**src/rtl/rf_lookup_cache_pkg.sv**
```systemverilog
// Shared types and helpers for the fully associative lookup cache.
// Optional statistics counters are enabled by RF_LOOKUP_CACHE_STATS_EN.
package rf_lookup_cache_pkg;

   typedef enum logic [1:0] {
      IDLE,
      MISS_REQ,
      MISS_WAIT,
      RESP
   } rf_lc_state_e;

   function automatic int lc_idx_w(input int entries);
      return $clog2(entries);
   endfunction

endpackage

```
**src/rtl/rf_lookup_cache_tags.sv**
```systemverilog
// Tag/value storage with parallel compare, first-invalid encoder and write port.
// Used by rf_lookup_cache (optional stats via RF_LOOKUP_CACHE_STATS_EN).
module rf_lookup_cache_tags
   import rf_lookup_cache_pkg::*;
#(
   parameter int KEY_W   = 32,
   parameter int VAL_W   = 32,
   parameter int ENTRIES = 8,
   parameter int IDX_W   = lc_idx_w(ENTRIES)
) (
   input  logic             clk,
   input  logic             rst_n,
   input  logic [KEY_W-1:0] lookup_key,
   output logic             hit,
   output logic [VAL_W-1:0] hit_value,
   output logic             has_inv,
   output logic [IDX_W-1:0] inv_idx,
   input  logic             clr_all,
   input  logic             wr_en,
   input  logic [IDX_W-1:0] wr_idx,
   input  logic [KEY_W-1:0] wr_key,
   input  logic [VAL_W-1:0] wr_val
);

   logic [KEY_W-1:0]   key_q [ENTRIES];
   logic [KEY_W-1:0]   key_d [ENTRIES];
   logic [VAL_W-1:0]   val_q [ENTRIES];
   logic [VAL_W-1:0]   val_d [ENTRIES];
   logic [ENTRIES-1:0] vld_q;
   logic [ENTRIES-1:0] vld_d;

   // Keys are unique, so at most one entry can match.
   always_comb begin
      hit       = 1'b0;
      hit_value = '0;
      for (int i = 0; i < ENTRIES; i++) begin
         if (vld_q[i] && key_q[i] == lookup_key) begin
            hit       = 1'b1;
            hit_value = val_q[i];
         end
      end
   end

   always_comb begin
      has_inv = 1'b0;
      inv_idx = '0;
      for (int i = ENTRIES - 1; i >= 0; i--) begin
         if (!vld_q[i]) begin
            has_inv = 1'b1;
            inv_idx = IDX_W'(i);
         end
      end
   end

   always_comb begin
      key_d = key_q;
      val_d = val_q;
      vld_d = vld_q;
      if (clr_all) begin
         vld_d = '0;
      end
      if (wr_en) begin
         key_d[wr_idx] = wr_key;
         val_d[wr_idx] = wr_val;
         vld_d[wr_idx] = 1'b1;
      end
   end

   always_ff @(posedge clk or negedge rst_n) begin
      if (!rst_n) begin
         vld_q <= '0;
         for (int i = 0; i < ENTRIES; i++) begin
            key_q[i] <= '0;
            val_q[i] <= '0;
         end
      end else begin
         vld_q <= vld_d;
         key_q <= key_d;
         val_q <= val_d;
      end
   end

endmodule

```
**src/rtl/rf_lookup_cache.sv**
```systemverilog
// Fully associative lookup cache with miss fill, round-robin replacement and flush.
// Define RF_LOOKUP_CACHE_STATS_EN to add hit_count/miss_count outputs.
module rf_lookup_cache
   import rf_lookup_cache_pkg::*;
#(
   parameter int KEY_W   = 32,
   parameter int VAL_W   = 32,
   parameter int ENTRIES = 8
) (
   input  logic             clk,
   input  logic             rst_n,
   input  logic             req_valid,
   output logic             req_ready,
   input  logic [KEY_W-1:0] req_key,
   output logic             rsp_valid,
   input  logic             rsp_ready,
   output logic [VAL_W-1:0] rsp_value,
   output logic             rsp_hit,
   output logic             fill_req_valid,
   input  logic             fill_req_ready,
   output logic [KEY_W-1:0] fill_req_key,
   input  logic             fill_rsp_valid,
   input  logic [VAL_W-1:0] fill_rsp_value,
   input  logic             flush
`ifdef RF_LOOKUP_CACHE_STATS_EN
   ,
   output logic [31:0]      hit_count,
   output logic [31:0]      miss_count
`endif
);

   localparam int IDX_W = lc_idx_w(ENTRIES);

   rf_lc_state_e     state_q, state_d;
   logic [IDX_W-1:0] ptr_q, ptr_d;
   logic             fpend_q, fpend_d;
   logic [VAL_W-1:0] rsp_value_q, rsp_value_d;
   logic             rsp_hit_q, rsp_hit_d;
   logic [KEY_W-1:0] fill_key_q, fill_key_d;

   logic             hit;
   logic [VAL_W-1:0] hit_value;
   logic             has_inv;
   logic [IDX_W-1:0] inv_idx;
   logic             accept;
   logic             flush_apply;
   logic             wr_en;
   logic [IDX_W-1:0] wr_idx;

   rf_lookup_cache_tags #(
      .KEY_W   (KEY_W),
      .VAL_W   (VAL_W),
      .ENTRIES (ENTRIES),
      .IDX_W   (IDX_W)
   ) u_tags (
      .clk        (clk),
      .rst_n      (rst_n),
      .lookup_key (req_key),
      .hit        (hit),
      .hit_value  (hit_value),
      .has_inv    (has_inv),
      .inv_idx    (inv_idx),
      .clr_all    (flush_apply),
      .wr_en      (wr_en),
      .wr_idx     (wr_idx),
      .wr_key     (fill_key_q),
      .wr_val     (fill_rsp_value)
   );

   always_ff @(posedge clk or negedge rst_n) begin
      if (!rst_n) begin
         state_q <= IDLE;
      end else begin
         state_q <= state_d;
      end
   end

   always_comb begin
      state_d = state_q;
      unique case (state_q)
         IDLE:      if (accept) state_d = hit ? RESP : MISS_REQ;
         MISS_REQ:  if (fill_req_ready) state_d = MISS_WAIT;
         MISS_WAIT: if (fill_rsp_valid) state_d = RESP;
         RESP:      if (rsp_ready) state_d = IDLE;
         default:   state_d = IDLE;
      endcase
   end

   // A same-cycle flush pulse blocks acceptance so the flush is applied first.
   always_comb begin
      req_ready      = (state_q == IDLE) && !fpend_q && !flush;
      rsp_valid      = (state_q == RESP);
      fill_req_valid = (state_q == MISS_REQ);
      fill_req_key   = fill_key_q;
      rsp_value      = rsp_value_q;
      rsp_hit        = rsp_hit_q;
   end

   assign accept      = req_valid && req_ready;
   assign flush_apply = (state_q == IDLE) && fpend_q;
   assign wr_en       = (state_q == MISS_WAIT) && fill_rsp_valid;
   assign wr_idx      = has_inv ? inv_idx : ptr_q;

   always_comb begin
      ptr_d       = ptr_q;
      fpend_d     = (fpend_q && !flush_apply) || flush;
      rsp_value_d = rsp_value_q;
      rsp_hit_d   = rsp_hit_q;
      fill_key_d  = fill_key_q;
      if (flush_apply) begin
         ptr_d = '0;
      end
      if (accept && hit) begin
         rsp_value_d = hit_value;
         rsp_hit_d   = 1'b1;
      end
      if (accept && !hit) begin
         fill_key_d = req_key;
      end
      if (wr_en) begin
         rsp_value_d = fill_rsp_value;
         rsp_hit_d   = 1'b0;
         if (!has_inv) begin
            ptr_d = ptr_q + 1'b1;
         end
      end
   end

   always_ff @(posedge clk or negedge rst_n) begin
      if (!rst_n) begin
         ptr_q       <= '0;
         fpend_q     <= 1'b0;
         rsp_value_q <= '0;
         rsp_hit_q   <= 1'b0;
         fill_key_q  <= '0;
      end else begin
         ptr_q       <= ptr_d;
         fpend_q     <= fpend_d;
         rsp_value_q <= rsp_value_d;
         rsp_hit_q   <= rsp_hit_d;
         fill_key_q  <= fill_key_d;
      end
   end

`ifdef RF_LOOKUP_CACHE_STATS_EN
   logic [31:0] hit_cnt_q, hit_cnt_d;
   logic [31:0] miss_cnt_q, miss_cnt_d;

   always_comb begin
      hit_cnt_d  = hit_cnt_q;
      miss_cnt_d = miss_cnt_q;
      if (rsp_valid && rsp_ready) begin
         if (rsp_hit_q && hit_cnt_q != '1) hit_cnt_d = hit_cnt_q + 1'b1;
         if (!rsp_hit_q && miss_cnt_q != '1) miss_cnt_d = miss_cnt_q + 1'b1;
      end
   end

   always_ff @(posedge clk or negedge rst_n) begin
      if (!rst_n) begin
         hit_cnt_q  <= '0;
         miss_cnt_q <= '0;
      end else begin
         hit_cnt_q  <= hit_cnt_d;
         miss_cnt_q <= miss_cnt_d;
      end
   end

   assign hit_count  = hit_cnt_q;
   assign miss_count = miss_cnt_q;
`endif

endmodule

```
**config.mk**
```make
export PLATFORM = sky130hd
export DESIGN_NAME = rf_lookup_cache
export DESIGN_NICKNAME = d
export VERILOG_FILES = /design/src/rtl/rf_lookup_cache_pkg.sv /design/src/rtl/rf_lookup_cache_tags.sv /design/src/rtl/rf_lookup_cache.sv
export SDC_FILE = /design/constraint.sdc
export NUM_CORES = 1
export LEC_CHECK = 0
export CAP_MARGIN = 20
export CORE_MARGIN = 5
export CORE_UTILIZATION = 25
export CTS_BUF_LIST = sky130_fd_sc_hd__clkbuf_16
export DETAILED_ROUTE_END_ITERATION = 7
export DONT_BUFFER_PORTS = 1
export SLEW_MARGIN = 0
export SYNTH_ARGS = -nofsm -noshare
export SYNTH_HDL_FRONTEND = slang
export SYNTH_HIERARCHICAL = 1
export SYNTH_SLANG_ARGS = --single-unit
```
**constraint.sdc**
```tcl
create_clock -name clk -period 3.8 [get_ports clk]
set_input_delay 0.76 -clock clk [delete_from_list [all_inputs] [get_ports clk]]
set_output_delay 0.76 -clock clk [all_outputs]
set_load 0.05 [all_outputs]
```
Yosys cells after proc, flatten, opt, wreduce, memory -nomap -nowiden --
Index checks and enable logic that the tools add are counted.
Storage, ports and cells: bits in registers 591, input bits 71, output and inout bits 68, word-level logic and storage cells 125
Cells by class: $add $sub $neg 1, $lt $le $gt $ge 4, equality and inequality tests 15, multiplexer cells 54, bitwise logic cells 2, reduce and logical (&&, ||, !) cells 26
Operators with widths (count):
- $bwmux W256 | 2
- $mux W32 | 11
- $eq A32 B32 Y1 | 8
- $demux W32 S3 | 1
- $mux W3 | 12
- $mux W1 | 19
- $logic_and A1 B1 Y1 | 18
- $mux W8 | 2
- $mux W2 | 5
- $or A8 B8 Y8 | 1
- $pmux W2 S4 | 1
- $eq A2 B2 Y1 const B | 2
- $ge A4 B4 Y1 const B | 1
- $logic_not A1 Y1 | 4
- $lt A3 B4 Y1 const B | 1
- $lt A4 B1 Y1 const B | 1
- $ne A2 B1 Y1 const B | 2
- $ne A2 B2 Y1 const B | 2
- $not A3 Y4 | 1
- $reduce_and A4 Y1 | 1
- $add A3 B1 Y3 const B | 1
- $demux W1 S3 | 1
- $ge A3 B1 Y1 const B | 1
- $eq A2 B1 Y1 const B | 1
- 3 further kinds | 3

Longest topological paths before layout --
depth in word-level cells 15, depth in mapped cells 14, mapped depth without buffers 11

By module --
Netlist, hierarchy kept.
By module, submodules not included:
- rf_lookup_cache_tags | times used 1, cells each 1923, area each 25388.1 um^2, seq. area each 13012.5 um^2
- rf_lookup_cache | times used 1, cells each 296, area each 3225.6 um^2, seq. area each 1776.7 um^2

Worst setup path before layout --
No wires, ideal clock.
path type input to register, start point input port req_key[15], end point register fill_key_q[0], in the netlist fill_req_key[0], setup time 0.127 ns, arrival time 3.344 ns, required time 3.673 ns, path slack 0.329 ns, cell stages on the path 13, buffers on the path 4, cells stage by stage buf_2 > xnor2_1 > nand4_1 > nor4_1 > nand3_1 > nand2_1 > buf_1 > nor2_1 > nand4_1 > clkbuf_1 > nor2_2 > buf_6 > mux2_1
On the way: longest elaborated chain between the ends 12, elaborated cells on any way between the ends 26, classes of those cells eq/ne (8); mux (8); reduce/logical (10)
RTL lines:
- from (decl) | RTL line rf_lookup_cache.sv:14 | input logic [KEY_W-1:0] req_key,
- $eq A32 B32 Y1 | RTL line rf_lookup_cache_tags.sv:37 | if (vld_q[i] && key_q[i] == lookup_key) begin
- $logic_and A1 B1 Y1 | RTL line rf_lookup_cache_tags.sv:37
- $mux W1 (7 in a row) | RTL line rf_lookup_cache_tags.sv:37
- $mux W1 (*) | RTL line rf_lookup_cache_tags.sv:37
- named net hit | RTL line rf_lookup_cache.sv:41 | logic hit;
- $logic_not A1 Y1 (*) | RTL line rf_lookup_cache.sv:117 | if (accept && !hit) begin
- $logic_and A1 B1 Y1 (*) | RTL line rf_lookup_cache.sv:117
- to (signal assigned) | RTL line rf_lookup_cache.sv:141 | fill_key_q <= fill_key_d;
- to (decl) | RTL line rf_lookup_cache.sv:39 | logic [KEY_W-1:0] fill_key_q, fill_key_d;
The timed path passes the listed nets; every way through them passes the cells marked *. A chain may end at the register's enable or synchronous reset.

Worst setup path after layout --
start point register u_tags/key_q[178] in the netlist's numbering, end point register rsp_value_q[20], in the netlist rsp_value[20]
On the way: longest elaborated chain between the ends 10, elaborated cells on any way between the ends 18, classes of those cells eq/ne (1); mux (14); reduce/logical (3)
RTL lines:
- from (decl) | RTL line rf_lookup_cache_tags.sv:25 | logic [KEY_W-1:0] key_q [ENTRIES];
- from (signal assigned) | RTL line rf_lookup_cache_tags.sv:78 | key_q <= key_d;
- $eq A32 B32 Y1 | RTL line rf_lookup_cache_tags.sv:37
- $logic_and A1 B1 Y1 | RTL line rf_lookup_cache_tags.sv:37
- $mux W1 (6 in a row) | RTL line rf_lookup_cache_tags.sv:37
- named net hit | RTL line rf_lookup_cache.sv:41
- $logic_and A1 B1 Y1 | RTL line rf_lookup_cache.sv:113 | if (accept && hit) begin
- $reduce_bool A2 Y1 (no line)
- to (signal assigned) | RTL line rf_lookup_cache.sv:139 | rsp_value_q <= rsp_value_d;
- to (decl) | RTL line rf_lookup_cache.sv:37 | logic [VAL_W-1:0] rsp_value_q, rsp_value_d;
The timed path passes the listed nets, and every way through them passes these cells. The select of a mux whose other input is x is not followed.

==> results.ini <==
[sta]
max_freq_mhz = 286
worstMarginPinSlew_ps = 2310
finalHoldViolCount = 11
relSlewSlack = -0.542
fin_hold_ws_ps = -66.2
skew_ps = 23.2
setup_viol = 0
rsz0062_at_grt = no
slew_viol_final = 298
period_share = 0.919
min_period_ps = 3490
finalSetupTns_ps = 0
fin_ws_ps = 309

[floorplanning]
die_area_sq_mm = 0.121
ios = 139
fp-row-count = 124
die_w_um = 348
core_sq_mm = 0.114
dieHeight_um = 348
start_util = 0.251

[grt]
grt_overflow_total = 0
grt_use_total = 0.145
grt_pass1_vias = 19000
antenna_found_initial = 3
grt_max_degree = 592
grt_pass1_wl_um = 132000

[placed_design]
placed_cells = 3658
placed_area_sq_mm = 0.0309
gp_congestion = 0.775
pre_cts_ws_ps = -58.7
dp_hpwl_um = 56100
portBuffers = 0

[detailed_routing]
drtAntennaViolNets = 0
drc = 0
firstDrtPassIters = 5
routed-via-count = 18500
wl_per_cell_um = 23.7
viasPerCell = 4.89
drt-initial-drc-count = 1181
postRouteWirelength_um = 89700

[cts]
clock_latency_ps = 620
max-clock-path-buffers = 3
cts_tree = built
cts-root-buf = clkbuf_16
numCtsBuffers = 68
clkTransAtPathRegs_ps = 60
htree_levels = 3
clock_sinks = 591

[final_layout]
drive_gt1_frac = 0.354
syn_to_final_growth_pct = 15.4
stdcell_count = 3782
fillerInstances = 11600
stdcell_area_sq_mm = 0.0330
fin_nets = 2294

[logic_synthesis]
synth_edf_count = 0
yosysTopAreaCell = dfrtp_1
synth_nets = 2296
yosysWarningCount = 6
synth_top_area_frac = 0.517
netlist_area_sq_mm = 0.0286
ys_types = 65
synth_ff_type = dfrtp_1
synthCells = 2219
synth_common_cells = dfrtp_1, mux2_2, xnor2_1, clkbuf_1, o21ai_0
synth-seq-cells = 591
synth_area_leaders = dfrtp_1, mux2_2, xnor2_1
async_flop_share = 1.00
synth.most_common_cell = dfrtp_1
seq_area_frac_synth = 0.517
syn_area_per_cell_sq_um = 12.9

[setup_path]
startpoint = u_tags/key_q[178]
reg2reg_depth = 12
path_max_fanout = 32
worst-setup-path-type = reg -> reg
timing.rr.end = rsp_value[20]
crit_path_end = rsp_value[20]
r2r_setup_slack_ps = 310
required_ps = 4280
cp-start-kind = flip-flop
worst-endpoint-arrival_ps = 3970
end_kind = flip-flop
reg2reg_from = u_tags/key_q[178]

[hold_path]
hold_path_class = in -> async

[power]
irDropWorstVdd_v = 0.000569
powerDensity_mw_per_mm2 = 567
leakage_nw = 14.7

[status]
outcome = finished with violations
violations = negative hold slack, max-slew violations

[flow_run]
drv_cap = 0

==> metal layers <==
metal  GRT usage  vias up  wire length (um)
met5           0        -                 0
met4      0.0410        0              2320
met3      0.0392      132              6820
met2       0.228      557             41000
met1       0.195     9750             39600
li1            -     8056                 -
==> layout by cell type (no fill, tap or decap), drive strengths merged, types with 30 or more instances in the layout <==
| cell | Yosys | layout |
|---|---|---|
| nor2 | 69 | 69 |
| and2 | 33 | 33 |
| buf | 55 | 84 |
| dfrtp | 591 | 591 |
| clkbuf | 101 | 69 |
| a21oi | 36 | 36 |
| xor2 | 73 | 73 |
| a31oi | 34 | 34 |
| xnor2 | 178 | 178 |
| nand2 | 54 | 54 |
| mux2 | 571 | 571 |
| a221oi | 30 | 30 |
| o21ai | 81 | 81 |
| or3 | 32 | 32 |
| nand4 | 47 | 47 |
| o221ai | 30 | 30 |
| inv | 24 | 40 |
| a2111oi | 31 | 31 |
==> area by class of cell <==
cell class              count  area, sq um  share of cell area
diodes                      4         10.0            0.000303
clock buffers              69         1730              0.0523
clock inverters            50          362              0.0110
inverters                  24         92.6             0.00280
multi-input cells        1448        13100               0.397
flip-flops and latches    591        14800               0.448
well taps                1512         1890              0.0573
repair buffers             84         1040              0.0314
==> per-stage QoR <==
step | power, W | utilization
5_1_grt | 0.0195 | 0.290
3_5_place_dp | 0.0126 | 0.271
2_1_floorplan | 0.0113 | -
6_report | 0.0187 | 0.290
3_3_place_gp | 0.0126 | 0.271
4_1_cts | 0.0189 | 0.289
==> flip-flops by register name, summed over array words and instances (netlist names) <==
register,flops
state_q,2
rsp_hit,1
u_tags/vld_q,8
fpend_q,1
fill_req_key,32
u_tags/key_q,256
u_tags/val_q,256
ptr_q,3
rsp_value,32
==> cell families after synthesis <==
logic type	synth area share
compound gates	0.0837
xor+xnor	0.0768
fa+ha+maj	0.00262
flops	0.517
mux	0.229
simple gates	0.0627
buf+inv	0.0285
==> how the worst min path moves through the flow <==
stage	start	endpoint	slack, ps	cells after the start
floorplan	rst_n	fill_req_key[0]	460	0
global placement	fill_req_key[18]	fill_req_key[18]	470	1
detailed placement	fill_req_key[15]	fill_req_key[15]	480	1
CTS	rst_n	fill_req_key[5]	-110	0
global route	rst_n	fill_req_key[31]	-100	0
finish	rst_n	fill_req_key[5]	-70	0
==> where the power goes <==
part,internal [W],switching (W)
Sequential,0.00732,0.00247
Combinational,0.00145,0.00122
Clock,0.00358,0.00269
Total,0.0123,0.00638
==> worst max-delay path: stages, from the launching register on <==
cell	delay, ps
dfrtp_1	380
xor2_1	150
nor4_1	730
nand4_1	350
nor4b_4	340
buf_4	190
buf_12	250
nor2_1	80
nand4_1	210
inv_1	110
buf_12	200
o21ai_0	220
a21oi_1	100
==> timing repair <==
| item | CTS | global route |
|---|---|---|
| gates resized for setup | 0 | 0 |
| setup buffers | 0 | 0 |
| endpoints found under the hold margin | 591 | 291 |
Note: power is estimated with default switching activity, not from simulation.
==> patch (config.mk and constraints unchanged) <==
Take the reset off `rsp_value_q` and `fill_key_q` and load them in a clocked block of their own.
--- a/src/rtl/rf_lookup_cache.sv
+++ b/src/rtl/rf_lookup_cache.sv
@@ -130,16 +130,17 @@
       if (!rst_n) begin
          ptr_q       <= '0;
          fpend_q     <= 1'b0;
-         rsp_value_q <= '0;
          rsp_hit_q   <= 1'b0;
-         fill_key_q  <= '0;
       end else begin
          ptr_q       <= ptr_d;
          fpend_q     <= fpend_d;
-         rsp_value_q <= rsp_value_d;
          rsp_hit_q   <= rsp_hit_d;
-         fill_key_q  <= fill_key_d;
       end
+   end
+
+   always_ff @(posedge clk) begin
+      rsp_value_q <= rsp_value_d;
+      fill_key_q  <= fill_key_d;
    end
 
 `ifdef RF_LOOKUP_CACHE_STATS_EN
Behaviour: not the same (a bounded check fails within 4 cycles, from zero or initial values and one cycle with rst_n low).
==> patch against the unedited design <==
  * The flow still finishes with violations (negative hold slack, max-slew violations)
  * Maximum frequency up 5.9%
  * Total power fell by 8.9%
  * Worst hold slack improved by 0.013 ns
  * Final area shrank 0.85%
  * Sequential cell count unchanged
  * Area after synthesis shrank 1.5%
  * Wire length decreased by 5.0%
  * Sequential share of layout area increased by 1.4 points
  * Setup slack better by 0.20 ns
  * Critical path type unchanged
  * Highest routed layer unchanged
==> patch: results (changes against the unedited design) <==
Status
  – Outcome: complete, but fails checks (unchanged)
  – Failing checks: negative hold slack, max-slew violations (unchanged)

Placed design
  – Place WS: 0.133 ns (was -0.0587 ns)
  – Dpl hpwl: 54,900 um (was 56,100 um)
  – Placed cell area: 0.0306 mm^2 (was 0.0309 mm^2)
  – Placed insts: 3,514 (was 3,658)

Cells and area
  – Layout cell share with drive strength beyond 1: 38.7% (was 35.4%)
  – N_diodes: 0 (was 4)
  – Layout fillers: 11,400 (was 11,600)

Detailed routing
  – Vias per cell: 4.72 (was 4.89)
  – Initial DRC count: 1,026 (was 1,181)
  – Pre-antenna DRT Iters: 7 (was 5)
  – Total routed wirelength: 85,200 um (was 89,700 um)

Clock tree
  – Clock Latency Late Sink: 0.64 ns (was 0.62 ns)
  – Cts bufs inserted: 70 (was 68)

GRT
  – Gr usage total: 14.0% (was 14.5%)
  – Vias in the first global route: 17,900 (was 19,000)
  – Largest net degree at the start of global routing: 528 (was 592)
  – First-pass GRT wire length: 126,000 um (was 132,000 um)
  – Initial antenna violation count: 0 (was 3)

STA
  – Hold Worst Slack: -0.0530 ns (was -0.0662 ns)
  – Worst-margin pin slew: 3.35 ns (was 2.31 ns)
  – Max-slew violation count: 429 (was 298)
  – Hold Violations, Final: 41 (was 11)

Synthesis
  – Top cells by count, synth: mux2_2 (550), dfrtp_1 (527), xnor2_1 (178) (was dfrtp_1 (591), mux2_2 (518), xnor2_1 (178))
  – Post-synth EDFFs: 64 (was 0)
  – Share of flip-flops with an asynchronous set or reset: 89.2% (was 100%)
  – Mapped Avg Cell Area: 13.6 um^2 (was 12.9 um^2)
  – Sequential fraction of the synthesis area: 53.6% (was 51.7%)
  – Top post-synthesis cells by area: dfrtp_1 (47%), mux2_2 (22%), edfxtp_1 (6.8%), xnor2_1 (5.5%), xor2_1 (2.3%) (was dfrtp_1 (52%), mux2_2 (20%), xnor2_1 (5.4%), xor2_1 (2.2%), a221oi_2 (1.6%))
  – Post-Syn Nets: 2,147 (was 2,296)

Critical path
  – CP arrival: 3.79 ns (was 3.97 ns)
  – Reg2reg setup slack: 0.50 ns (was 0.31 ns)
  – Reg2Reg Depth: 10 (was 12)
  – CP max stage delay: 0.54 ns (was 0.73 ns)
  – CP max FO: 34 (was 32)
  – Critical-path top delay cell: or4_1 (was nor4_1)

Power and ir drop
  – Static leakage: 14.5 nW (was 14.7 nW)
  – VDD IR max: 0.441 mV (was 0.569 mV)
  – Net Sw Power: 4.60 mW (was 6.38 mW)
==> patch: changes by cell type after synthesis, sizes merged, moves of 4 or more <==
cell and change:
buf -4, a31oi -32, a21oi -32, nor2 -34, clkbuf -16, dfrtp -64, o21ai -32, edfxtp +64
==> patch: how the worst max path moves through the flow <==
| stage | from | endpoint | slack (ns) | cells after the start |
|---|---|---|---|---|
| final | u_tags/key_q[20] | rsp_value[7] | 0.50 | 10 |
| after floorplan | req_key[15] | rsp_value[0] | 0.27 | 11 |
| after detailed placement | req_key[30] | rsp_value[29] | 0.13 | 8 |
| after global placement | req_key[20] | rsp_value[29] | 0.14 | 8 |
| after global routing | u_tags/key_q[222] | rsp_value[29] | 0.42 | 8 |
| after CTS | u_tags/key_q[222] | rsp_value[29] | 0.52 | 8 |
==> patch: per-stage QoR <==
stage / util [%] / hold slack [ns]
after detailed placement: 27.2 / 0.484
after CTS: 29.2 / -0.111
after global routing: 29.2 / -0.115
final: 29.2 / -0.0530
after floorplan: - / 0.464
after global placement: 27.2 / 0.479
==> patch: per-layer routing <==
metal  routed length [um]  global-route usage, %  up-vias
met3                 4510                   3.08      107
li1                     -                      -     7597
met5                    0                      0        -
met1                38000                   18.5     9104
met2                40600                   23.2      396
met4                 2120                   3.83        0
==> patch: power groups by stage <==
stage | Sequential (mW) | Combinational, mW | Clock, mW
after global placement | 8.24 | 2.47 | 0
after CTS | 8.16 | 2.53 | 6.59
after floorplan | 8.07 | 2.03 | 0
after detailed placement | 8.27 | 2.52 | 0
after global routing | 8.27 | 2.70 | 6.83
final | 8.16 | 2.50 | 6.40
==> patch: cell type report <==
| class | instances | area [um^2] | area share, % |
|---|---|---|---|
| flip-flops and latches | 591 | 15100 | 46.1 |
| clock buffers | 73 | 1830 | 5.58 |
| multi-input cells | 1319 | 12400 | 38.0 |
| well taps | 1500 | 1880 | 5.73 |
| repair buffers | 81 | 1050 | 3.19 |
| clock inverters | 54 | 344 | 1.05 |
| inverters | 24 | 92.6 | 0.283 |
==> patch: cell families (layout without fill, tap and decap cells) <==
kind of cell	count (synthesis)	in the layout	synth area share [%]
mux	575	575	23.2
simple gates	295	295	5.89
fa+ha+maj	6	6	0.266
flops	591	591	53.6
buf+inv	160	232	2.54
compound gates	192	192	6.66
xor+xnor	251	251	7.80
==> patch: worst max-delay path: cells and delay by family, from the launching register on <==
kind,cells,cell delay [ns]
and+or+nand+nor,5,1.64
buffers and inverters,2,0.40
DFF,1,0.39
AOI/OAI and AO/OA,1,0.29
muxes,1,0.20
xor gates and xnor gates,1,0.17
